[src/rtl/bin_to_bcd_display_pkg.sv]
// Shared constants for the binary-to-BCD display feeder: FSM encoding,
// scratch depth and display saturation values.
package bin_to_bcd_display_pkg;

    typedef logic [3:0] bcd_digit_t;

    localparam logic [1:0] ST_IDLE   = 2'd0;
    localparam logic [1:0] ST_SHIFT  = 2'd1;
    localparam logic [1:0] ST_FINISH = 2'd2;

    localparam int          BCD_DIGITS     = 5;
    localparam int          DISPLAY_DIGITS = 4;
    localparam logic [31:0] MAX_DISPLAY    = 32'd9999;
    localparam bcd_digit_t  SAT_DIGIT      = 4'd9;

endpackage

[src/rtl/bin_to_bcd_display_bcd_add3.sv]
// Double-dabble correction for one BCD digit: add 3 when the digit is 5 or more
// so the following left shift carries correctly into the next decade.
module bcd_add3
    import bin_to_bcd_display_pkg::*;
(
    input  logic [3:0] din,
    output logic [3:0] dout
);

    assign dout = (din >= 4'd5) ? din + 4'd3 : din;

endmodule

[src/rtl/bin_to_bcd_display.sv]
// Sequential shift-add-3 converter: one binary bit per clock, result held on
// four registered BCD digits for the seven-segment driver.
module bin_to_bcd_display
    import bin_to_bcd_display_pkg::*;
#(
    parameter int WIDTH = 14
) (
    input  logic             clock,
    input  logic             reset,
    input  logic             start,
    input  logic [WIDTH-1:0] value,
    output logic [3:0]       digit3,
    output logic [3:0]       digit2,
    output logic [3:0]       digit1,
    output logic [3:0]       digit0,
    output logic             busy,
    output logic             done,
    output logic             overflow
);

    localparam int CNT_W = $clog2(WIDTH + 1);
    localparam int SCR_W = 4 * BCD_DIGITS;

    logic [1:0]       state;
    logic [WIDTH-1:0] bin_sr;
    logic [SCR_W-1:0] scratch;
    logic [SCR_W-1:0] scratch_adj;
    logic [CNT_W-1:0] bit_cnt;
    logic             ovf_pending;
    logic             ovf_final;

    function automatic logic [3:0] sat_digit(input logic [3:0] d, input logic sat);
        return sat ? SAT_DIGIT : d;
    endfunction

    for (genvar i = 0; i < BCD_DIGITS; i++) begin : g_add3
        bcd_add3 u_add3 (
            .din  (scratch[4*i +: 4]),
            .dout (scratch_adj[4*i +: 4])
        );
    end

    // The fifth decade is nonzero only above 9999, so it backs up the capture-time compare.
    assign ovf_final = ovf_pending | (scratch[SCR_W-1 -: 4] != 4'd0);

    always_ff @(posedge clock or posedge reset) begin
        if (reset) begin
            state       <= ST_IDLE;
            bin_sr      <= '0;
            scratch     <= '0;
            bit_cnt     <= '0;
            ovf_pending <= 1'b0;
            busy        <= 1'b0;
            done        <= 1'b0;
            overflow    <= 1'b0;
            digit3      <= 4'd0;
            digit2      <= 4'd0;
            digit1      <= 4'd0;
            digit0      <= 4'd0;
        end else begin
            done <= 1'b0;
            case (state)
                ST_IDLE: begin
                    if (start) begin
                        bin_sr      <= value;
                        scratch     <= '0;
                        bit_cnt     <= '0;
                        ovf_pending <= (32'(value) > MAX_DISPLAY);
                        busy        <= 1'b1;
                        state       <= ST_SHIFT;
                    end
                end
                ST_SHIFT: begin
                    {scratch, bin_sr} <= {scratch_adj[SCR_W-2:0], bin_sr, 1'b0};
                    bit_cnt           <= bit_cnt + 1'b1;
                    if (bit_cnt == CNT_W'(WIDTH - 1)) begin
                        state <= ST_FINISH;
                    end
                end
                ST_FINISH: begin
                    digit3   <= sat_digit(scratch[15:12], ovf_final);
                    digit2   <= sat_digit(scratch[11:8],  ovf_final);
                    digit1   <= sat_digit(scratch[7:4],   ovf_final);
                    digit0   <= sat_digit(scratch[3:0],   ovf_final);
                    overflow <= ovf_final;
                    done     <= 1'b1;
                    busy     <= 1'b0;
                    state    <= ST_IDLE;
                end
                default: begin
                    state <= ST_IDLE;
                    busy  <= 1'b0;
                end
            endcase
        end
    end

endmodule

[config.mk]
export PLATFORM = sky130hd
export DESIGN_NAME = bin_to_bcd_display
export DESIGN_NICKNAME = d
export VERILOG_FILES = /design/src/rtl/bin_to_bcd_display_pkg.sv /design/src/rtl/bin_to_bcd_display_bcd_add3.sv /design/src/rtl/bin_to_bcd_display.sv
export SDC_FILE = /design/constraint.sdc
export NUM_CORES = 1
export LEC_CHECK = 0
export ABC_AREA = 1
export BUFFER_PORTS_ARGS = -buffer_cell sky130_fd_sc_hd__buf_2
export CAP_MARGIN = 20
export CORE_ASPECT_RATIO = 0.7
export CORE_MARGIN = 2
export CORE_UTILIZATION = 40
export CTS_BUF_LIST = sky130_fd_sc_hd__clkbuf_8
export CTS_CLUSTER_DIAMETER = 80
export DETAILED_ROUTE_END_ITERATION = 8
export HOLD_SLACK_MARGIN = 0.12
export PLACE_DENSITY = 0.65
export SETUP_SLACK_MARGIN = 0.1
export SLEW_MARGIN = 20
export SYNTH_ARGS = -nofsm -noshare
export SYNTH_HDL_FRONTEND = slang
export SYNTH_SLANG_ARGS = --single-unit
[constraint.sdc]
create_clock -name clock -period 1.65 [get_ports clock]
set_input_delay 0.0825 -clock clock [delete_from_list [all_inputs] [get_ports clock]]
set_output_delay 0.0825 -clock clock [all_outputs]
set_load 0.03 [all_outputs]
==> run summary <==
The flow ran to the end, and the final reports show no timing, DRC or antenna violations. The layout-stage area growth over the synthesis result was 20.0%; the clock edge transition at the registers on the reported setup and hold paths was 0.06 ns. Total power per unit cell area: 1910 nW/µm². Total DRC errors in the routed layout: 0. The endpoint of the most critical register-to-register path was digit1[0]. IR analysis of the VDD net gives a maximum drop of 0.000747 V. For the final RePlAce weighted congestion, the log shows 0.858. Leaving out fill and tap cells, the most frequent cell in the layout is sky130_fd_sc_hd__nand2_1. TritonCTS built the clock tree.

Setup violations remaining at the end of the flow were counted as 0. The most instantiated flip-flop cell in the synthesis netlist is sky130_fd_sc_hd__dfrtp_1. After detailed routing, the total wire length is 6590 µm. Synthesis produced a netlist with a net count of 380. The number of vias per cell is 4.77, and the wire length per cell is 13.0 µm.

The min-delay analysis places its worst path in the category in -> async. At the later pin of the worst-skew pair, clock insertion delay measures 0.34 ns. In the final layout, the multi-input gates occupy 1220 µm². The clock skew after layout is 0.00645 ns, and the proportion of netlist area held by the largest area contributor is 50.0%. Total global-route track usage: 17.6%. In this design, the stage delay of the slowest critical-path cell is 0.41 ns. The vertical die dimension came out at 76.5 µm. STA classifies the critical path startpoint as a flop. On the critical path the largest part of the delay comes from flip-flops. sky130_fd_sc_hd__dfrtp_1 takes more of the synthesized area than any other cell.

The design draws 6.88 mW. The critical path contains buffers and inverters numbering 3 combined. The proportion of layout cells with a drive suffix above 1 is 17.4%.

The layer flagged by global routing as most heavily used is met2. The run gives 715 MHz as the top achievable clock speed. The launch instance of the worst register-to-register path is scratch[16].

Actual transition at the worst max-transition pin: 0.331 ns. The initial cell density of the core is 41.2%, and the floorplan die width is 108 µm. The logs give 0 for the final number of max-transition violations and 724 for the total of fill cells in the finished design. Walking the worst path, the cells encountered are inv_1 -> ha_1 -> inv_1 -> nor2_1 -> nand3_2 -> inv_4 -> a21oi_1. 0 antenna diodes ended up in the layout.

The mapped netlist covers 3010 µm². The logs give 0 ns for the final total negative setup slack and 11,300 µm for the first-pass GRT wire length. Averaged over all synthesized cells, the footprint is 8.59 µm².

The logs give 60 for the TritonCTS sink count and 4210 µm for the final HPWL from detailed placement. The tools report the number of global-route vias before repair as 2,302. The met3 track utilization from global routing was 6.16%. In the post-synthesis netlist, the biggest area contributors are sky130_fd_sc_hd__dfrtp_1 (50%), sky130_fd_sc_hd__nand2_1 (10%), sky130_fd_sc_hd__inv_1 (5.6%). The dominant cell type by count on the critical path was sky130_fd_sc_hd__inv_1. Number of synthesized register bits: 60.

The worst register-to-register path has a setup slack of 0.25 ns. In the final layout, flip-flops and latches occupy 1500 µm². Counting flops with a built-in enable in the synthesized netlist gives 0.

The critical path is of the reg -> reg type. The count of port buffers added during placement is 35, and the post-synthesis instance total is 350. The H-tree was split into 3 levels. The worst path needs 1.40 ns of the cycle, external delays included. The count of pins on the block boundary is 36, and the number of antenna violations at the first check in global routing is 0. After synthesis, the netlist uses 28 different library cells. For the global-route met2 utilization, the log shows 25.5%. Count of maximum capacitance violations: 0. The worst pin sits at a relative slew slack of 78.0%. The final critical path takes up 84.8% of the cycle. The cell at the slowest stage of the critical path is sky130_fd_sc_hd__dfrtp_1. The number of cells on the worst reg-to-reg path is 7.

Summing over every cut layer, the via total after detailed routing is 2,414. The die covers 8230 µm². Entering global routing, the biggest net connects 61 pins. The logs give 1.87 ns for the worst path required time and 24.7% for the met1 capacity usage during global routing.

For this run, asynchronously set or reset flops after synthesis account for 100%. In this run the clock root is driven by a sky130_fd_sc_hd__clkbuf_8. The Yosys step of the flow raised 0 warnings. The run gives 0 as the final-report hold violation count. The run gives 5 as the detailed-routing iteration count for the pre-antenna-repair pass. STA classifies the critical path endpoint as a flop. Setup repair after global routing left no endpoint under its margin. The top cell types in the final layout, fill and taps aside, are sky130_fd_sc_hd__nand2_1 (84), sky130_fd_sc_hd__dfrtp_1 (60), sky130_fd_sc_hd__inv_1 (44). Final net count: 435. In this run the worst path has a maximum fanout of 9. Worst path arrival time: 1.62 ns.

In this run the static leakage power is 1.81 nW. The logs give 50.0% for the share of synthesized area occupied by flip-flops and latches and 26 for the standard-cell row count. Counting along the longest clock path gives a buffer depth of 2. In this run the standard cell core region covers 7290 µm². Once detail routing completed, the nets flagged for antenna violations numbered 0. The TritonCTS buffer count is 9.

After global routing the overflow that remains totals 0. The first routing iteration left 77 violations.
synth_stat cells (all sizes together), types with 2 or more instances:
master,number
nor2,23
nand2,87
dfrtp,60
ha,13
nand3,28
o22ai,5
a21oi,15
inv,50
nand4,2
buf,10
o211ai,8
o21ai,47
layer usage:
metal  vias up  wire length (µm)
li1       1241                 -
met1      1127              3310
met2        35              2900
met3        11               267
met4         0               112
met5         -                 0
through the flow:
stage	hold slack, ns	setup WS (ns)	area (µm²)	utilization (%)	std cells
floorplan	0.188	0.395	3010	-	350
global placement	0.191	0.276	3270	44.8	476
detailed placement	0.193	0.189	3270	44.8	476
CTS	0.367	0.183	3600	49.5	506
global route	0.388	0.114	3610	49.5	506
finish	0.356	0.251	3610	49.5	506
worst max-delay path by stage:
stage               cells past startpoint     endpoint        start  slack, ns
floorplan                               7  scratch[10]   scratch[8]       0.40
global placement                        7   scratch[5]   scratch[4]       0.28
detailed placement                      7    digit1[3]  scratch[16]       0.19
CTS                                     7    digit3[3]  scratch[16]       0.18
global route                            7    digit1[3]  scratch[17]       0.11
finish                                  7    digit1[0]  scratch[16]       0.25
repair_timing:
item / 4_1_cts / 5_1_grt
endpoints found under the setup margin: 0 / 12
hold buffers: 16 / 0
buffers inserted: 0 / 0
gates resized for setup: 0 / 3
hold endpoints to repair: 76 / 0
final cells by class:
class | count | share of cell area (%)
sequential | 60 | 41.6
multi-input combinational | 230 | 34.0
timing repair buffer | 54 | 10.6
inverter | 50 | 5.52
clock buffer | 12 | 4.58
tap | 98 | 3.40
clock inverter | 2 | 0.278
state kept, by name, indices dropped and copies added, names as in the netlist, 2 cells and up:
signal,flops
digit1,4
state,2
scratch,20
digit2,4
bin_sr,14
digit3,4
digit0,4
bit_cnt,4
worst register-to-register path, stage by stage (launching register included):
cell	delay, ns
sky130_fd_sc_hd__dfrtp_1	0.41
sky130_fd_sc_hd__inv_1	0.12
sky130_fd_sc_hd__ha_1	0.16
sky130_fd_sc_hd__inv_1	0.04
sky130_fd_sc_hd__nor2_1	0.10
sky130_fd_sc_hd__nand3_2	0.20
sky130_fd_sc_hd__inv_4	0.18
sky130_fd_sc_hd__a21oi_1	0.08
logic make-up after synthesis:
| kind of cell | share of synthesized area [%] |
|---|---|
| and+or+nand+nor | 20.7 |
| xor gates and xnor gates | 0.291 |
| AOI/OAI and AO/OA | 14.3 |
| adders and majority gates | 5.41 |
| DFF | 50.0 |
| buffers and inverters | 9.28 |
where the power goes:
| part | internal (mW) | switching (mW) |
|---|---|---|
| clock | 0.646 | 0.552 |
| sequential | 2.07 | 0.399 |
| combinational | 1.15 | 2.06 |
Power figures use the tool's default switching activity.
